[config.mk]
export PLATFORM = sky130hd
export DESIGN_NAME = serial_switch_scanner
export DESIGN_NICKNAME = d
export VERILOG_FILES = /design/src/rtl/serial_switch_scanner_pkg.sv /design/src/rtl/sin_debounce_bit.sv /design/src/rtl/serial_switch_scanner.sv
export SDC_FILE = /design/constraint.sdc
export NUM_CORES = 1
export LEC_CHECK = 0
export CORE_MARGIN = 8
export CORE_UTILIZATION = 35
export DETAILED_ROUTE_END_ITERATION = 8
export GPL_ROUTABILITY_DRIVEN = 0
export GPL_TIMING_DRIVEN = 0
export PLACE_DENSITY_LB_ADDON = 0.3
export SYNTH_ARGS = -nofsm -noshare
export SYNTH_HDL_FRONTEND = slang
export SYNTH_SLANG_ARGS = --single-unit
[constraint.sdc]
create_clock -name i_clk -period 4.5 [get_ports i_clk]
set_input_delay 0.675 -clock i_clk [delete_from_list [all_inputs] [get_ports i_clk]]
set_output_delay 0.675 -clock i_clk [all_outputs]
set_load 0.005 [all_outputs]
[src/rtl/serial_switch_scanner_pkg.sv]
// Shared types and helpers for the serial switch/button scanner.
package serial_in_pkg;

    typedef enum logic [1:0] {
        IDLE   = 2'd0,
        LOAD   = 2'd1,
        SHIFT  = 2'd2,
        UPDATE = 2'd3
    } state_e;

    // Reverse bit order inside each whole byte of the low 'width' bits;
    // bits above the last whole byte pass through unchanged.
    function automatic logic [63:0] rev_in_byte(input int width, input logic [63:0] vec);
        logic [63:0] r;
        logic [5:0]  d;
        r = vec;
        for (int i = 0; i < 64; i++) begin
            d = 6'(i);
            if (i < (width / 8) * 8) r[d] = vec[{d[5:3], ~d[2:0]}];
        end
        return r;
    endfunction

endpackage

[src/rtl/sin_debounce_bit.sv]
// One debounced bit: accepts a new raw value only after DEBOUNCE_SCANS
// consecutive scans that disagree with the current debounced value.
module sin_debounce_bit
    import serial_in_pkg::*;
#(
    parameter int DEBOUNCE_SCANS = 4
) (
    input  logic i_clk,
    input  logic i_rst,
    input  logic i_upd,
    input  logic i_raw,
    output logic o_deb,
    output logic o_chg
);

    localparam int CW = $clog2(DEBOUNCE_SCANS + 1);

    logic [CW-1:0] cnt;

    // This update flips the debounced value (only meaningful with i_upd).
    assign o_chg = (i_raw != o_deb) && (cnt == CW'(DEBOUNCE_SCANS - 1));

    // Agreement clears the run; a disagreement run of full length commits the new value.
    always_ff @(posedge i_clk) begin
        if (i_rst) begin
            cnt   <= '0;
            o_deb <= 1'b0;
        end else if (i_upd) begin
            if (i_raw == o_deb) begin
                cnt <= '0;
            end else if (o_chg) begin
                o_deb <= i_raw;
                cnt   <= '0;
            end else begin
                cnt <= cnt + 1'b1;
            end
        end
    end

endmodule

[src/rtl/serial_switch_scanner.sv]
// Scans a parallel-load shift-register chain, deserialises one frame per scan,
// debounces every bit across scans and publishes switch/button fields.
module serial_switch_scanner
    import serial_in_pkg::*;
#(
    parameter int N_BITS         = 21,
    parameter int SW_BITS        = 16,
    parameter int DIV            = 4,
    parameter int DEBOUNCE_SCANS = 4,
    parameter int REV_IN_BYTE    = 1
) (
    input  logic                      i_clk,
    input  logic                      i_rst,
    input  logic                      i_en,
    input  logic                      i_ser_data,
    output logic                      o_ser_load,
    output logic                      o_ser_clk,
    output logic [SW_BITS-1:0]        o_sw,
    output logic [N_BITS-SW_BITS-1:0] o_btn,
    output logic [N_BITS-SW_BITS-1:0] o_btn_press,
    output logic                      o_changed,
    output logic                      o_scan_valid
);

    localparam int DW = (DIV > 2) ? $clog2(DIV) : 1;
    localparam int KW = (N_BITS > 2) ? $clog2(N_BITS) : 1;

    state_e            state, state_nxt;
    logic [DW-1:0]     div;
    logic [KW-1:0]     bit_k;
    logic [N_BITS-1:0] raw, deb, chg;
    logic              div_last, bit_last, sample, upd;

    assign div_last = (div == DW'(DIV - 1));
    assign bit_last = (bit_k == KW'(N_BITS - 1));
    assign sample   = (div == DW'(DIV / 2 - 1));
    assign upd      = (state == UPDATE);

    // State register
    always_ff @(posedge i_clk) begin
        if (i_rst) state <= IDLE;
        else       state <= state_nxt;
    end

    // Next-state: one load period, N_BITS bit periods, one update cycle
    always_comb begin
        state_nxt = state;
        case (state)
            IDLE:    if (i_en) state_nxt = LOAD;
            LOAD:    if (div_last) state_nxt = SHIFT;
            SHIFT:   if (div_last && bit_last) state_nxt = UPDATE;
            UPDATE:  state_nxt = i_en ? LOAD : IDLE;
            default: state_nxt = IDLE;
        endcase
    end

    // Chain controls: load low during LOAD, shift clock high in second half of each bit period
    always_comb begin
        o_ser_load = 1'b1;
        o_ser_clk  = 1'b0;
        case (state)
            LOAD:    o_ser_load = 1'b0;
            SHIFT:   o_ser_clk  = (div >= DW'(DIV / 2));
            default: ;
        endcase
    end

    // Bit-period divider and bit index, parked at zero outside LOAD/SHIFT
    always_ff @(posedge i_clk) begin
        if (i_rst || !(state == LOAD || state == SHIFT)) begin
            div   <= '0;
            bit_k <= '0;
        end else begin
            div <= div_last ? '0 : div + 1'b1;
            if (state == SHIFT && div_last) bit_k <= bit_last ? '0 : bit_k + 1'b1;
        end
    end

    // Raw frame shift register; first bit received ends up in raw[0]
    always_ff @(posedge i_clk) begin
        if (i_rst)                   raw <= '0;
        else if (state == SHIFT && sample) raw <= {i_ser_data, raw[N_BITS-1:1]};
    end

    for (genvar g = 0; g < N_BITS; g++) begin : g_deb
        sin_debounce_bit #(.DEBOUNCE_SCANS(DEBOUNCE_SCANS)) u_deb (
            .i_clk (i_clk),
            .i_rst (i_rst),
            .i_upd (upd),
            .i_raw (raw[g]),
            .o_deb (deb[g]),
            .o_chg (chg[g])
        );
    end

    // Per-scan strobes line up with the debounced values they describe
    always_ff @(posedge i_clk) begin
        if (i_rst) begin
            o_scan_valid <= 1'b0;
            o_changed    <= 1'b0;
            o_btn_press  <= '0;
        end else begin
            o_scan_valid <= upd;
            o_changed    <= upd && (|chg);
            o_btn_press  <= upd ? (chg[N_BITS-1:SW_BITS] & raw[N_BITS-1:SW_BITS]) : '0;
        end
    end

    assign o_btn = deb[N_BITS-1:SW_BITS];

    if (REV_IN_BYTE != 0) begin : g_rev
        assign o_sw = SW_BITS'(rev_in_byte(SW_BITS, 64'(deb[SW_BITS-1:0])));
    end else begin : g_norev
        assign o_sw = deb[SW_BITS-1:0];
    end

endmodule
# Word-level counts from Yosys, hierarchy flattened
# Index checks and enable logic that the tools add are counted.
# word_totals
reg_bits	121
output_inout_bits	30
elab_cells	272
# classes
add_sub_neg	23
n_lt_le_gt_ge	1
n_eq_ne	72
muxes	50
bitwise	23
n_reduce_logical	54
# op_table
operator	n
$mux W3	42
$reduce_and A3 Y1	22
$add A3 B1 Y3 const B	21
$eq A3 B2 Y1 const B	21
$logic_and A1 B1 Y1	25
$not A1 Y1	22
$eq A1 B1 Y1	21
$ne A1 B1 Y1	21
$reduce_or A21 Y1	1
$pmux W2 S4	1
$eq A2 B2 Y1 const B	3
$mux W2	3
$ne A2 B2 Y1 const B	3
$add A5 B1 Y5 const B	1
$and A5 B5 Y5	1
$eq A5 B5 Y1 const B	1
$mux W5	1
$eq A2 B1 Y1 const B	2
$reduce_or A2 Y1	2
$mux W1	3
$add A2 B1 Y2 const B	1
$ge A2 B2 Y1 const B	1
$logic_not A2 Y1	1
$logic_or A1 B1 Y1	2
$logic_not A1 Y1	1

# Depth between registers and ports, before layout
# Gate-level depths: netlist (run 1).
# logic_depth
ltp_word	5
mapped_depth	7
depth_no_buf	6

# Hierarchy
# A second synthesis (run 1) with hierarchy kept.
# hier_totals
cells_unflattened	595
hier_area_um2	5547.8
# modules_own_cells
module	n_inst	cells_each	area_each_um2	seq_area_each_um2
sin_debounce_bit	21	20	191.4	80.1
serial_switch_scanner	1	175	1527.7	740.7

# Least setup slack after synthesis (run 1)
# No wires, ideal clock.
# synth_timing
path_kind	reg2reg
from	register state[0]
to	register state[0]
setup_time_ps	91
t_arrival_ps	1398
t_required_ps	4409
slack_ps	3011
stages_incl_launch_ff	7
synth_period_minus_slack_ps	1489
cell_sequence	dfxtp_1 > inv_1 > ha_1 > or2_2 > o211ai_2 > a31oi_1 > a311oi_1
# synth_via
elab_chain_len	3
# synth_rtl
element	line	text
from (decl)	serial_switch_scanner.sv:28	state_e state, state_nxt;
from (signal assigned)	serial_switch_scanner.sv:42	else state <= state_nxt;
$eq A2 B2 Y1, or another cell as far along	serial_switch_scanner.sv:48	case (state)
$ne A2 B2 Y1 (no line)	n/a	
$reduce_and A3 Y1 (no line)	n/a	
# Several ways; a longest one is shown, not always the timed one.
# A chain may end at the register's enable or synchronous reset.

# Final worst setup path (run 1)
# layout_timing
from	register state[0]
to	output o_ser_clk
# layout_via
elab_chain_len	2
# layout_rtl
element	line	text
$eq A2 B2 Y1	serial_switch_scanner.sv:61	case (state)
$mux W1	serial_switch_scanner.sv:61	
to (decl)	serial_switch_scanner.sv:17	output logic o_ser_clk,
# Every way passes these cells.

==> qor.log, run 1 <==
INFO  run_status     outcome=completed
INFO  critical_path  start_kind=flip-flop
INFO  die            design.core.area=15900um2
INFO  global_route   grt_start_max_net_pins=17
INFO  sta            timing.final.ws_setup=1970ps
INFO  pwr            cellInternalPower=1.91mW
INFO  synth          synth_ff_type=dfxtp_1
INFO  drt            via_count=4720
INFO  sta            period_utilization_post_route=0.561
INFO  place          dp.cells=905
INFO  layout         mostFrequentLayoutCell=dfxtp_1
INFO  cts            post_cts_resized=0
INFO  sta            finalSetupTns=0ps
INFO  die            io_pins=34
INFO  sta            worstMarginPinSlew=817ps
INFO  layout         final_cell_mix=dfxtp_1 (121), nand2_1 (87), a21oi_1 (67), nand2b_1 (36), nor2_1 (36)
INFO  global_route   gr-usage-met1=0.189
INFO  global_route   first_global_vias=4551
INFO  layout         final_nets=743
INFO  layout         postLayoutCoreUtil=0.426
INFO  die            die-height=143um
INFO  layout         areaGrowthSynthToFinish=19.2%
INFO  pwr            total_leakage_power=2.49nW
INFO  cts            post_cts_buffers=0
INFO  layout         antenna_cells_inserted=0
INFO  drt            vias_per_cell=5.06
INFO  critical_path  crit_chain=inv_1 -> ha_1 -> o21a_1 -> clkdlybuf4s50_1
INFO  sta            fmax=396MHz
INFO  global_route   grt_most_used_layer=met2
INFO  critical_path  crit_arrival=1850ps
INFO  synth          mappedNetlistNets=692
INFO  pwr            ir_drop_worst_vdd=0.000269V
INFO  critical_path  cpMaxStageDelayCell=clkdlybuf4s50_1
INFO  sta            holdWs=470ps
INFO  synth          netlist_area=5670um2
INFO  pwr            power.share.clock=0.462
INFO  sta            report.final.slew_viol_count=0
INFO  layout         stdcell_count=932
INFO  sta            timing_hold_violations_final=0
INFO  die            die_w=143um
INFO  pwr            net-switching-power=0.653mW
INFO  cts            tritoncts_num_sinks=121
INFO  drt            drt_pre_antenna_iters=5
INFO  sta            clock-skew-final=8.87ps
INFO  drt            wl_per_cell=16.1um
INFO  global_route   grt.total_usage=0.154
INFO  pwr            seq_power_share=0.430
INFO  cts            ctsLongestPathBuffers=2
INFO  cts            cts-buffers-inserted=17
INFO  sta            max_slew_margin=0.456
INFO  drt            final_routed_wirelength=15.0mm
INFO  global_route   gr-total-overflow=0
INFO  cts            cts.hold.buffers_added=0
INFO  synth          synth_cell_type_count=39
INFO  place          place.port_buffers=32
INFO  synth          ys_seq_elements=121
INFO  die            design.die.area=20500um2
INFO  pwr            power.share.combinational=0.108
INFO  die            initial_core_util=0.357
INFO  cts            clk-insertion-delay-late=420ps
INFO  sta            final.min_clock_period=2530ps
INFO  critical_path  timing.setup.critical_path_class=flip-flop to output port
INFO  global_route   grt_first_pass_wirelength=23.9mm
INFO  pwr            pwr_density_cell=379nW/um2
INFO  drt            antenna_nets_post_route=0
INFO  synth          number_of_enable_type_register_cells_in_the_synthesized_netlist=0
INFO  die            placementRows=46
INFO  place          post-dp-hpwl=10.5mm
INFO  synth          syn_avg_cell_area=8.63um2
INFO  synth          synth_sequential_area_ratio=0.427
INFO  global_route   antenna_found_initial=0
INFO  layout         post_route_cells_drive_above_1_share=0.0922
INFO  drt            remaining_drc_errors=0
INFO  critical_path  worst-endpoint-required=3830ps
INFO  cts            path_clk_slew=50ps
INFO  critical_path  endpoint_kind=output port
INFO  global_route   grt_use_met3=0.0368
INFO  global_route   grt_use_met2=0.253
INFO  synth          synth.yosys.warnings=0
INFO  pwr            swShare=0.255
INFO  cts            tritoncts=yes
INFO  cts            cts-htree-levels=4
INFO  place          place_worst_setup_slack=2410ps
INFO  critical_path  critical_path_peak_fanout=7
INFO  drt            detail_route.iter0.violations=344
INFO  sta            setup_violation_total_in_the_final_timing_report=0
INFO  critical_path  critical_path.max_stage_delay=500ps
INFO  synth          postSynthCellCount=657
INFO  run            max-cap-violations=0
INFO  synth          synth_async_sr_flop_share=0
INFO  sta            rsz0062_at_grt=no
INFO  min_path       timing.hold.worst.class=flip-flop to flip-flop
INFO  cts            cts_root_buffer=clkbuf_16
through the flow:
| step | area (um2) | power, mW |
|---|---|---|
| finish | 6760 | 2.56 |
| global route | 6760 | 2.66 |
| CTS | 6760 | 2.58 |
| detailed placement | 6260 | 1.40 |
| global placement | 6260 | 1.39 |
| floorplan | 5670 | 1.30 |
power groups by stage:
stage / combinational, mW / clock, mW / sequential, mW
detailed placement: 0.276 / 0 / 1.12
CTS: 0.278 / 1.20 / 1.10
global placement: 0.266 / 0 / 1.12
global route: 0.307 / 1.25 / 1.10
finish: 0.277 / 1.18 / 1.10
floorplan: 0.180 / 0 / 1.12
path summary, 6_finish.rpt:
check | slack (ps) | endpoint | cells after the start | start
setup reg to reg | 2550 | raw[2]$_SDFFE_PP0P_ | 6 | state[0]$_SDFFE_PP0P_
hold / removal | 470 | g_deb[13].u_deb.cnt[1]$_SDFFE_PP0P_ | 2 | g_deb[13].u_deb.cnt[1]$_SDFFE_PP0P_
setup / recovery | 1970 | o_ser_clk | 4 | state[0]$_SDFFE_PP0P_
hold reg to reg | 470 | g_deb[13].u_deb.cnt[1]$_SDFFE_PP0P_ | 2 | g_deb[13].u_deb.cnt[1]$_SDFFE_PP0P_
registers in the layout, summed over array words and instances (netlist names):
name / count
g_deb.u_deb.cnt: 63
g_deb.u_deb.o_deb: 21
raw: 21
bit_k: 5
o_btn_press: 5
div: 2
state: 2
o_changed: 1
o_scan_valid: 1
logic make-up (layout without fill, tap and decap cells):
| group | Yosys count | in the layout | synth area share |
|---|---|---|---|
| AOI/OAI and AO/OA | 105 | 105 | 0.103 |
| xor gates and xnor gates | 25 | 25 | 0.0399 |
| adders and majority gates | 31 | 31 | 0.0684 |
| buffers and inverters | 71 | 130 | 0.0644 |
| DFF | 121 | 121 | 0.427 |
| muxes | 20 | 20 | 0.0353 |
| and+or+nand+nor | 284 | 284 | 0.262 |
synth_stat cells, types with 2 or more instances:
library cell | instances | area, um2
a21oi_1 | 67 | 335
dfxtp_1 | 121 | 2420
nor2_1 | 36 | 135
and3b_1 | 20 | 175
xnor2_1 | 21 | 184
o21a_1 | 2 | 15.0
nor2b_1 | 21 | 131
inv_1 | 19 | 71.3
xor2_1 | 3 | 26.3
clkbuf_1 | 17 | 63.8
nand2b_1 | 36 | 225
nand3_1 | 34 | 170
nand3b_1 | 10 | 75.1
buf_4 | 22 | 165
o21ai_0 | 20 | 100
ha_1 | 31 | 388
nand2_1 | 87 | 327
a31oi_1 | 2 | 12.5
nor4_1 | 3 | 18.8
nor4b_1 | 4 | 35.0
or2_2 | 2 | 12.5
o32ai_1 | 9 | 78.8
buf_2 | 13 | 65.1
nand4_1 | 2 | 12.5
nor3_1 | 22 | 110
mux2i_1 | 20 | 200
cell type report:
type                            count  area (um2)
Multi-Input combinational cell    465        2880
Buffer                             52         294
Clock inverter                      5        25.0
Sequential cell                   121        2420
Tap cell                          216         270
Timing Repair Buffer               32         320
Inverter                           19        71.3
Clock buffer                       22         474
Fill cell                        1603        9120
metal layers:
metal / up-vias / wire [um] / part of all wire
li1: 2308 / - / -
met1: 2255 / 6750 / 0.45
met2: 132 / 7090 / 0.47
met3: 25 / 829 / 0.055
met4: 0 / 282 / 0.019
met5: - / 0 / 0
critical path: cells and delay by family (launching register included):
family,cells,cell delay (ps)
buf+inv,2,630
flops,1,330
fa+ha+maj,1,300
compound gates,1,160
(Power assumes the default switching activity.)
==> inputs of run 2 (changes only) <==
==> constraint.sdc (replaced) <==
create_clock -name i_clk -period 2.6 [get_ports i_clk]
set_input_delay 0.39 -clock i_clk [delete_from_list [all_inputs] [get_ports i_clk]]
set_output_delay 0.39 -clock i_clk [all_outputs]
set_load 0.005 [all_outputs]
==> results of run 2 <==
Same layout as run 1 (identical final DEF). Status: completed.
Main changes from that run: setup slack after placement 2410 ps -> 687 ps; setup slack after layout 1970 ps -> 359 ps; register-to-register setup slack 2550 ps -> 650 ps; total power 2.56 mW -> 4.43 mW; worst IR drop on VDD 0.000269 V -> 0.000465 V
==> variant 1, RTL diff (flow settings as in run 2) <==
Encoding of `state_e`: now Gray code (2 bits for 4 states).
--- a/src/rtl/serial_switch_scanner_pkg.sv
+++ b/src/rtl/serial_switch_scanner_pkg.sv
@@ -3,8 +3,8 @@
 
     typedef enum logic [1:0] {
-        IDLE   = 2'd0,
-        LOAD   = 2'd1,
-        SHIFT  = 2'd2,
-        UPDATE = 2'd3
+        IDLE   = 2'b00,
+        LOAD   = 2'b01,
+        SHIFT  = 2'b11,
+        UPDATE = 2'b10
     } state_e;
 
Behaviour: same outputs for any inputs over 10 cycles, from zero or initial values and one cycle with i_rst high; not proved beyond that.
==> variant 1 against run 2 <==
Sequential share of layout area grew 0.44 points. Synthesized area fell by 2.0%. Cell count fell by 5.0%. Routed wire length is 1.7% lower. Die area fell by 1.8%. Critical endpoint unchanged. Worst hold slack got worse by 0.016 ns. Sequential cell count did not move. First-iteration DRC count down 1.2%. Worst setup slack improved by 0.16 ns. Via count shrank 4.6%. Final area down 1.2%.
Power is not compared: it rests on default switching activity, and its combinational part moved more than twofold at a synthesized area within 25%.
==> variant 1: results (changes against run 2) <==
** Min path
- Hold endpoint :: g_deb[11].u_deb.cnt[1]$_SDFFE_PP0P_
- Tightest Hold Check Type :: register to register
- The startpoint identified for the worst hold timing path is g_deb[11].u_deb.cnt[1]$_SDFFE_PP0P_.
- Depth of the worst hold-timing path :: 2 (unchanged)

** Place
- Hpwl dp :: 10200 µm (-2.1%)
- The worst setup slack after placement came to 0.632 ns (-0.0555 ns).

** Timing
- The worst relative slew slack is 47.8% (+2.3 points).
- The final worst hold slack came to 0.454 ns (-0.0165 ns).
- Worst slew pin tran :: 0.782 ns (-0.0345 ns)
- Skew final :: 0.00764 ns (-0.00123 ns)

** Detailed routing
- The routed length on met2 was 6940 µm (-2.2%).
- Per-cell routed wire length :: 16.6 µm (+3.5%)
- Routed wl met3 :: 778 µm (-6.2%)
- Uppermost signal routing layer after detailed routing :: met4
- The met1 routed wirelength after detailed routing is 6800 µm (+0.62%).
- The via density per instance is 5.09 (+0.49%).
- Initial DRC Count :: 340 (-1.2%)
- Number of detailed-route iterations in the first pass :: 5 (unchanged)

** Layout
- The number of nets in the finished design came to 691 (-7.0%).
- The diode insertion count for antenna repair came to 0 (unchanged).
- Ratio of cells with drive above 1 in the final layout :: 12.9% (+3.6 points)

** Worst setup path
- The maximum fanout along the worst path is 4 (-3).
- Count of cells along the worst register-to-register path :: 4 (-2)
- Launching instance or port of the critical path :: div[0]$_SDFF_PP0_
- Critical register-to-register path startpoint :: raw[18]$_SDFFE_PP0P_
- Crit path DAT :: 1.69 ns (-0.16 ns)
- Worst r2r dst :: o_changed$_SDFF_PP0_
- The register-to-register setup slack is 0.86 ns (+0.21 ns).

** Logic synthesis
- The register area share after synthesis is 43.6% (+0.87 points).
- Top cells by area, synth :: dfxtp_1 (44%), a21oi_1 (6.4%), ha_1 (5.9%), nand2_1 (4.7%), nor2_1 (3.9%)
- The number of nets in the synthesized netlist came to 640 (-7.5%).
- The area share of the largest cell type after synthesis came to 43.6% (+0.87 points).
- Count of cell types in the netlist :: 34 (-13%)
- Async set or reset register ratio after synthesis :: 0% (unchanged)
- Synth top cells by count :: dfxtp_1 (121), a21oi_1 (71), nand2_1 (70), nor2_1 (58), o21ai_0 (29)

** Global route
- Wire length of the first global-routing pass :: 23600 µm (-1.3%)
- The pin count of the biggest net entering global routing was 17 (unchanged).
- The via count of the first global-routing pass is 4488 (-1.4%).
- Total congestion overflow :: 0 (unchanged)
- Global-route usage over all layers :: 15.2% (-0.20 points)

** Clocking
- The post-CTS setup buffer count was 0 (unchanged).
- The buffer levels on the longest clock path was 2 (unchanged).
- Number of gates given a new drive strength after cts :: 0 (unchanged)

** Status
- Outcome :: completed
[variant 1: cell types whose count changed after synthesis, moves of 8 or more]
cell,run 2,this run
nand3_1,34,9
nor2b_1,21,11
nand2_1,87,70
nor3_1,22,6
inv_1,19,7
nand4b_1,1,12
nor4b_2,0,12
nor4_2,0,8
nand2b_1,36,21
o21ai_0,20,29
nor2_1,36,58
[variant 1: worst max-delay path by stage]
stage                                                endpoint  slack, ns  cells after the start
final                                               o_ser_clk       0.52                      4
after global routing                                o_ser_clk       0.44                      4
after CTS                                           o_ser_clk       0.48                      4
after detailed placement    g_deb[4].u_deb.o_deb$_SDFFE_PP0P_       0.63                      4
after global placement    g_deb[10].u_deb.cnt[0]$_SDFFE_PP0P_       0.64                      4
after floorplan            g_deb[11].u_deb.o_deb$_SDFFE_PP0P_       1.31                      7
[variant 1: kinds of logic after synthesis]
kind of cell,synth area share [%]
compound gates,10.4
xor+xnor,3.78
fa+ha+maj,5.85
buf+inv,6.71
flops,43.6
mux,2.70
simple gates,27.0
[variant 1: stage by stage]
step	util, %	power, mW	area [µm²]	cells
floorplan	-	1.93	5560	610
global placement	39.1	1.97	6150	858
detailed placement	39.1	1.97	6150	858
CTS	42.5	4.15	6680	885
global route	42.5	4.22	6680	885
finish	42.5	4.10	6680	885
[variant 1: area by class of cell]
type / instances / area, µm²
multi-input combinational: 427 / 2760
buffer: 55 / 347
clock buffer: 22 / 454
fill: 1533 / 9030
clock inverter: 5 / 75.1
inverter: 7 / 26.3
sequential: 121 / 2420
tap: 216 / 270
timing repair buffer: 32 / 320
[variant 1: power by group]
| group | switching (mW) | total, mW | leakage, nW | internal, mW |
|---|---|---|---|---|
| registers | 0.00200 | 1.86 | 0.975 | 1.86 |
| clock network | 0.777 | 2.18 | 0.261 | 1.40 |
| logic | 0.0486 | 0.0669 | 1.22 | 0.0183 |
[variant 1: critical path, cell delays in order, from the launching register on]
cell,delay (ns)
dfxtp_1,0.38
inv_1,0.06
ha_1,0.19
o211a_1,0.21
clkdlybuf4s50_1,0.44
[variant 1: per-layer routing]
metal,GRT usage [%],vias up
met5,0,-
met4,5.20,0
met3,4.39,17
met2,25.2,115
met1,18.3,2169
li1,-,2203
==> variant 2, RTL diff (flow settings as in run 2) <==
Without the edit above. The parameter `DIV` goes from 4 to 2.
--- a/src/rtl/serial_switch_scanner.sv
+++ b/src/rtl/serial_switch_scanner.sv
@@ -6,5 +6,5 @@
     parameter int N_BITS         = 21,
     parameter int SW_BITS        = 16,
-    parameter int DIV            = 4,
+    parameter int DIV            = 2,
     parameter int DEBOUNCE_SCANS = 4,
     parameter int REV_IN_BYTE    = 1
Behaviour: not the same (Yosys sat finds a counterexample within 4 cycles, from zero or initial values and one cycle with i_rst high).
==> variant 2 against run 2 <==
Combinational power up 25%. Synthesized area fell by 1.8%. Global-route usage shrank 0.17 points. Sequential cell count decreased by 1. First-iteration DRC count down 0.29%. Final area rose by 0.20%. Routed wire length decreased by 0.67%. Power is 11% higher. Worst hold slack improved by 0.0027 ns. Clock skew is 0.0065 ns higher. Cell count fell by 0.97%. Worst setup slack got worse by 0.15 ns. Critical path type unchanged. Largest power group unchanged.
==> variant 2: results (changes against run 2) <==
** Logic synthesis
- Mean area per synthesized cell :: 8.66 µm² (+0.37%)
- Count of cell types in the netlist :: 35 (-10%)
- Post-synthesis cell count :: 643 (-2.1%)
- By count the netlist is led by dfxtp_1 (120), nand2_1 (80), a21oi_1 (65), nand2b_1 (38), nor2_1 (37).
- Compound-Gate Fraction of Synth Area :: 10.0% (-0.31 points)
- Synthesized net count :: 675 (-2.5%)

** Global route
- Wire length of the first global-routing pass :: 23500 µm (-1.8%)
- Global-route usage over all layers :: 15.2% (-0.17 points)
- The via count of the first global-routing pass came to 4661 (+2.4%).

** Layout
- Proportion of cell area spent on the clock network :: 9.05% (+1.7 points)
- Multi-input gate area in the final layout :: 2830 µm² (-2.0%)
- Relative area of non-clock buffer cells in the final design :: 8.83% (-0.26 points)
- Fillcell total :: 1516 (-5.4%)
- Multi-input comb cells :: 454 (-2.4%)
- # clk buffers :: 18 (-18%)
- The share of cells above drive strength 1 came to 8.20% (-1.0 points).
- The register fraction of the total cell area is 35.5% (-0.37 points).

** Detailed routing
- The post-detailed-routing wire length is 14900 µm (-0.67%).
- The routed length on met3 was 740 µm (-11%).

** Pwr
- The internal power component is 3.58 mW (+8.5%).
- Static leakage :: 2.45 nW (-1.4%)

** Timing
- The clock skew after layout came to 0.0153 ns (+0.00648 ns).

** Place
- Placed Area :: 6160 µm² (-1.6%)
- Place WS :: 0.562 ns (-0.125 ns)
- Hpwl dp :: 10300 µm (-1.5%)

** Status
- The run finished with clean final reports.
[variant 2: per-layer routing]
layer  up-vias  track usage [%]
met5         -                0
met4         0             8.20
met3        33             3.76
met2       103             25.0
met1      2238             17.9
li1       2276                -
[variant 2: path summary, 6_finish.rpt]
path                                       from                             endpoint  slack (ns)  depth (start not counted)
min          g_deb[6].u_deb.cnt[1]$_SDFFE_PP0P_   g_deb[6].u_deb.cnt[1]$_SDFFE_PP0P_        0.47                          2
min reg2reg  g_deb[6].u_deb.cnt[1]$_SDFFE_PP0P_   g_deb[6].u_deb.cnt[1]$_SDFFE_PP0P_        0.47                          2
max reg2reg               state[1]$_SDFFE_PP0P_  g_deb[19].u_deb.cnt[2]$_SDFFE_PP0P_        0.59                          5
max                       state[0]$_SDFFE_PP0P_                            o_ser_clk        0.21                          5
